$ cat src/rtl/simon_game_core.sv
// Simon Says engine: LFSR sequence generation, storage, timed lamp playback and press checking.
// Lamp and status are registered and change one clock after the FSM decides; there is no backpressure.
module simon_game_core #(
  parameter int NUM_COLOURS    = 4,
  parameter int MAX_LEN        = 16,
  parameter int HOLD_CYCLES    = 1000000,
  parameter int GAP_CYCLES     = 250000,
  parameter int TIMEOUT_CYCLES = 5000000,
  parameter int PRACTICE       = 0,
  localparam int COL_W = $clog2(NUM_COLOURS),
  localparam int LEN_W = $clog2(MAX_LEN + 1)
) (
  input  logic                   clk,
  input  logic                   rst,
  input  logic                   start,
  input  logic [7:0]             seed,
  input  logic [NUM_COLOURS-1:0] btn,
  output logic [NUM_COLOURS-1:0] lamp,
  output logic [2:0]             state_dbg,
  output logic [LEN_W-1:0]       round,
  output logic                   win,
  output logic                   lose,
  output logic                   busy
);

  localparam int IDX_W  = $clog2(MAX_LEN);
  localparam int T_MAX1 = (HOLD_CYCLES > GAP_CYCLES) ? HOLD_CYCLES : GAP_CYCLES;
  localparam int T_MAX  = (T_MAX1 > TIMEOUT_CYCLES) ? T_MAX1 : TIMEOUT_CYCLES;
  localparam int TMR_W  = $clog2(T_MAX + 1);

  localparam logic [TMR_W-1:0] HOLD_LAST = TMR_W'(HOLD_CYCLES - 1);
  localparam logic [TMR_W-1:0] GAP_LAST  = TMR_W'(GAP_CYCLES - 1);
  localparam logic [TMR_W-1:0] TO_LAST   = TMR_W'(TIMEOUT_CYCLES - 1);
  localparam logic [LEN_W-1:0] ROUND_MAX = LEN_W'(MAX_LEN);

  typedef enum logic [2:0] {
    S_IDLE     = 3'd0,
    S_GEN      = 3'd1,
    S_SHOW_ON  = 3'd2,
    S_SHOW_OFF = 3'd3,
    S_INPUT    = 3'd4,
    S_WIN      = 3'd5,
    S_LOSE     = 3'd6
  } state_t;

  state_t                 state, state_nxt;
  logic [7:0]             lfsr, lfsr_nxt, lfsr_step;
  logic [LEN_W-1:0]       round_nxt;
  logic [IDX_W-1:0]       idx, idx_nxt, idx_last;
  logic [TMR_W-1:0]       tmr, tmr_nxt;
  logic                   pend, pend_nxt;
  logic [NUM_COLOURS-1:0] lamp_nxt, prev_btn, exp_oh;
  logic                   prev_start, start_evt, press, miss, mem_we;
  logic [COL_W-1:0]       new_col, show_col;
  logic [COL_W-1:0]       mem [MAX_LEN];

  function automatic logic [NUM_COLOURS-1:0] onehot(input logic [COL_W-1:0] c);
    logic [NUM_COLOURS-1:0] v;
    v    = '0;
    v[c] = 1'b1;
    return v;
  endfunction

  assign lfsr_step = {lfsr[6:0], lfsr[7] ^ lfsr[5] ^ lfsr[4] ^ lfsr[3]};
  assign new_col   = lfsr_step[COL_W-1:0];
  assign start_evt = start & ~prev_start;
  assign press     = (btn != '0) && (prev_btn == '0);
  assign idx_last  = IDX_W'(round - LEN_W'(1));
  assign exp_oh    = onehot(mem[idx]);

  always_comb begin
    state_nxt = state;
    lfsr_nxt  = lfsr;
    round_nxt = round;
    idx_nxt   = idx;
    tmr_nxt   = tmr;
    pend_nxt  = pend;
    mem_we    = 1'b0;
    miss      = 1'b0;
    lamp_nxt  = '0;
    show_col  = '0;

    case (state)
      S_IDLE, S_WIN, S_LOSE: begin
        if (start_evt) begin
          state_nxt = S_GEN;
          lfsr_nxt  = (seed == 8'h00) ? 8'h01 : seed;
          round_nxt = '0;
        end
      end
      S_GEN: begin
        lfsr_nxt  = lfsr_step;
        mem_we    = (round != ROUND_MAX);
        round_nxt = (round != ROUND_MAX) ? round + 1'b1 : round;
        idx_nxt   = '0;
        tmr_nxt   = '0;
        state_nxt = S_SHOW_ON;
      end
      S_SHOW_ON: begin
        if (tmr == HOLD_LAST) begin
          tmr_nxt   = '0;
          state_nxt = S_SHOW_OFF;
        end else begin
          tmr_nxt = tmr + 1'b1;
        end
      end
      S_SHOW_OFF: begin
        if (tmr == GAP_LAST) begin
          tmr_nxt = '0;
          if (idx == idx_last) begin
            idx_nxt   = '0;
            state_nxt = S_INPUT;
          end else begin
            idx_nxt   = idx + 1'b1;
            state_nxt = S_SHOW_ON;
          end
        end else begin
          tmr_nxt = tmr + 1'b1;
        end
      end
      S_INPUT: begin
        // round complete: hold here, timer frozen, until the last button is released
        if (pend) begin
          if (btn == '0) begin
            pend_nxt  = 1'b0;
            state_nxt = S_GEN;
          end
        end else if (press) begin
          tmr_nxt = '0;
          if (btn == exp_oh) begin
            if (idx == idx_last) begin
              if (round == ROUND_MAX) state_nxt = S_WIN;
              else                    pend_nxt  = 1'b1;
            end else begin
              idx_nxt = idx + 1'b1;
            end
          end else begin
            miss = 1'b1;
          end
        end else if (tmr == TO_LAST) begin
          miss = 1'b1;
        end else begin
          tmr_nxt = tmr + 1'b1;
        end

        if (miss) begin
          if (PRACTICE != 0) begin
            idx_nxt   = '0;
            tmr_nxt   = '0;
            state_nxt = S_SHOW_ON;
          end else begin
            state_nxt = S_LOSE;
          end
        end
      end
      default: state_nxt = S_IDLE;
    endcase

    // bypass the colour being written this cycle so the first lamp of a round is not stale
    show_col = (mem_we && idx_nxt == round[IDX_W-1:0]) ? new_col : mem[idx_nxt];
    case (state_nxt)
      S_SHOW_ON: lamp_nxt = onehot(show_col);
      S_INPUT:   lamp_nxt = btn;
      S_WIN:     lamp_nxt = {NUM_COLOURS{1'b1}};
      default:   lamp_nxt = '0;
    endcase
  end

  always_ff @(posedge clk) begin
    if (rst) begin
      state      <= S_IDLE;
      lamp       <= '0;
      round      <= '0;
      lfsr       <= 8'h01;
      idx        <= '0;
      tmr        <= '0;
      pend       <= 1'b0;
      prev_btn   <= '0;
      prev_start <= 1'b0;
    end else begin
      state      <= state_nxt;
      lamp       <= lamp_nxt;
      round      <= round_nxt;
      lfsr       <= lfsr_nxt;
      idx        <= idx_nxt;
      tmr        <= tmr_nxt;
      pend       <= pend_nxt;
      prev_btn   <= btn;
      prev_start <= start;
    end
  end

  always_ff @(posedge clk) begin
    if (mem_we) mem[round[IDX_W-1:0]] <= new_col;
  end

  assign state_dbg = state;
  assign win       = (state == S_WIN);
  assign lose      = (state == S_LOSE);
  assign busy      = (state != S_IDLE) && (state != S_WIN) && (state != S_LOSE);

endmodule

$ cat config.mk
export PLATFORM = sky130hd
export DESIGN_NAME = simon_game_core
export DESIGN_NICKNAME = d
export VERILOG_FILES = /design/src/rtl/simon_game_core.sv
export SDC_FILE = /design/constraint.sdc
export NUM_CORES = 1
export LEC_CHECK = 0
export ABC_AREA = 0
export CAP_MARGIN = 10
export CORE_ASPECT_RATIO = 0.75
export CORE_MARGIN = 5
export CORE_UTILIZATION = 35
export CTS_BUF_LIST = sky130_fd_sc_hd__clkbuf_4 sky130_fd_sc_hd__clkbuf_8
export CTS_CLUSTER_DIAMETER = 30
export CTS_CLUSTER_SIZE = 16
export DETAILED_ROUTE_END_ITERATION = 10
export MAX_ROUTING_LAYER = met4
export PLACE_DENSITY_LB_ADDON = 0.1
export SLEW_MARGIN = 25
export SYNTH_ARGS = -nofsm -noshare
export SYNTH_HDL_FRONTEND = slang
export SYNTH_SLANG_ARGS = --single-unit
$ cat constraint.sdc
create_clock -name clk -period 7 [get_ports clk]
set_clock_uncertainty 0.1 [all_clocks]
set_input_delay 1.4 -clock clk [delete_from_list [all_inputs] [get_ports clk]]
set_output_delay 1.4 -clock clk [all_outputs]
set_load 0.02 [all_outputs]
==> impl_metrics.tcl <==
set metrics [dict create \
    final_cell_mix "53 x nor2_1, 52 x dfxtp_1, 44 x nand2_1" \
    clockBufferDepth 2 \
    period_share_pct 68.8 \
    worstMarginPinSlew_ns 0.866 \
    cp_slowest_stage_delay_ns 0.64 \
    cts_buffers 9 \
    drive_above_1_share_pct 6.12 \
    yosys_most_used_dff "dfxtp_1" \
    synth.distinct_cells 66 \
    fin_crit_ns 4.81 \
    seq_area_um2 2020 \
    port_buffers 29 \
    hpwl_um 9560 \
    avgSynthCellArea_um2 9.16 \
    yosys_warnings 0 \
    grt_pass1_vias 3710 \
    crit_required_ns 7.20 \
    rr_worst_depth 15 \
    ys_top_cells_by_area "dfxtp_1 22%, edfxtp_1 20%, mux2i_1 5.7%, nor2_1 4.1%, nand2_1 3.4%" \
    rr_startpoint "round[0]" \
    hold_class "reg2reg" \
    p_leak_nw 1.87 \
    syn2layout_area_growth_pct 12.5 \
    core_um2 13700 \
    max_clock_freq_ghz 0.208 \
    worstSkewPairLatency_ns 0.37 \
    nFillCells 1363 \
    antenna_cells 0 \
    reg2reg_to "lamp[0]" \
    synth_area_um2 4890 \
    crit_chain "clkdlybuf4s50_1 -> or4_1 -> nand2_1 -> nor2_1 -> a21boi_1 -> o211ai_1 -> buf_4 -> mux2i_1 -> a2111oi_0 -> or3_1 -> or4b_1 -> o21ai_1" \
    crit_fanout 18 \
    rows 37 \
    die_x_um 147 \
    setup_viol 0 \
    die_y_um 112 \
    gr-usage-all-layers_pct 16.3 \
    drv_cap 0 \
    ys_seq_area_share_pct 41.3 \
    start_util_pct 35.7 \
    cts_resized 0 \
    start_kind "primary input" \
    synth_largest_area_cell "dfxtp_1" \
    fin_tns_setup_ns 0 \
    clkSlewWorstSetupHoldPaths_ns 0.09 \
    nNetsFinal 574 \
    reg2reg_slack_ns 2.38 \
    root_buffer "clkbuf_8" \
    grt_pass1_wl_um 20700 \
    crit_arrival_ns 5.01 \
    synth_seq_cells 85 \
    cp-end-kind "register" \
    tritoncts "built" \
    antenna_found_initial 0 \
    grt_max_degree 30 \
    peakVddDrop_mv 0.0814 \
    first_pass_iters 5 \
    min_to "lfsr[1]" \
    ys_async_sr_fraction_pct 0 \
    slew_violations 0 \
    htreeDepth 3 \
    crit_type "in2reg" \
    synth_top_area_share_pct 21.7 \
    status "complete, no violations" \
    syn-num-nets 557 \
    wl_um 12900 \
    ant_nets 0 \
    post_cts_buffers 0 \
    fin_util_pct 40.2 \
    worstHoldStart "lfsr[1]" \
    drc 0 \
    synth_edf_count 32 \
    drt_iter0_markers 348 \
    hold_viol 0 \
    worst_slack_ns 2.19 \
    cts_sinks 85 \
    grt_setup_unrepaired "false" \
    relSlewSlack_pct 42.1 \
    synthCells 534 \
    postCtsHoldBufs 0 \
    p_per_area_nw_per_um2 195 \
    die-area_um2 16500 \
    cpMaxStageDelayCell "or4_1" \
    layout_commonest_cell "nor2_1" \
    grt_overflow 0 \
    wl_per_cell_um 17.6 \
    hold_path_depth 2 \
    post-place-ws_ns 1.84 \
    routed_via_density 5.56 \
    vias 4066 \
    io_pins 30 \
    gp_congestion 0.886 \
    multiInputGateArea_um2 2700 \
]
-- area by class of cell --
class | count | area share, %
Multi-Input combinational cell | 412 | 49.0
Sequential cell | 85 | 36.8
Timing Repair Buffer | 33 | 5.82
Tap cell | 175 | 3.98
Clock buffer | 9 | 2.25
Clock inverter | 7 | 1.50
Inverter | 10 | 0.682
-- stage by stage --
step | std cells | hold WS [ns] | power [mW] | instance area, um^2
floorplan | 534 | 0.337 | 0.658 | 4890
global placement | 715 | 0.345 | 0.715 | 5290
detailed placement | 715 | 0.351 | 0.718 | 5300
CTS | 731 | 0.364 | 1.09 | 5500
global route | 731 | 0.384 | 1.13 | 5500
finish | 731 | 0.361 | 1.07 | 5500
-- metal layers --
metal | global-route usage [%] | vias up | wire length [um]
li1 | - | 1999 | -
met1 | 25.8 | 1950 | 7000
met2 | 20.7 | 108 | 5000
met3 | 3.59 | 9 | 737
met4 | 3.57 | 0 | 115
met5 | - | - | 0
-- power by group --
group          internal, mW  total (mW)  switching, mW  leakage [nW]
sequential            0.535       0.553         0.0182         0.718
clock                 0.171       0.368          0.196         0.105
combinational        0.0597       0.154         0.0943          1.04
-- Yosys cell counts (all sizes together) (10+ instances only) --
| master | instances |
|---|---|
| buf | 10 |
| a21oi | 30 |
| dfxtp | 53 |
| mux2i | 28 |
| xor2 | 15 |
| clkbuf | 17 |
| a22oi | 10 |
| nor3 | 16 |
| inv | 10 |
| and3 | 17 |
| nor2b | 16 |
| edfxtp | 32 |
| and2 | 17 |
| nand3 | 18 |
| xnor2 | 16 |
| nor4 | 10 |
| o21ai | 24 |
| nand2 | 44 |
| nor2 | 54 |
-- how the worst max path moves through the flow --
| stage | startpoint | end | slack (ns) | cells after the start |
|---|---|---|---|---|
| after floorplan | btn[3] | lamp[1] | 2.74 | 12 |
| after detailed placement | btn[3] | lamp[0] | 1.84 | 12 |
| after CTS | btn[3] | lamp[0] | 2.21 | 12 |
| after global placement | btn[3] | lamp[1] | 1.90 | 12 |
| after global routing | round[0] | lamp[0] | 1.98 | 15 |
| final | btn[3] | lamp[0] | 2.19 | 12 |
-- state kept, by name, indices dropped and copies added, names as in the netlist --
register / cells
prev_btn: 4
state_dbg: 3
lamp: 4
idx: 4
lfsr: 8
mem: 32
round: 5
pend: 1
prev_start: 1
tmr: 23
-- cell families (layout without fill, tap and decap cells) --
group	after synthesis	in the layout	share of synthesized area, %
AO/OA/AOI/OAI	110	110	15.6
multiplexers	31	31	6.88
flip-flops	85	85	41.3
AND/OR/NAND/NOR	232	232	25.1
XOR/XNOR	31	31	5.55
adder cells (fa/ha/maj)	8	8	2.05
buffers and inverters	37	59	3.56
-- critical path, delay by kind of cell --
family / cells / cell delay (ns)
AOI/OAI and AO/OA: 4 / 0.57
and+or+nand+nor: 5 / 1.97
buffers and inverters: 2 / 0.85
muxes: 1 / 0.21
Power figures use the tool's default switching activity.
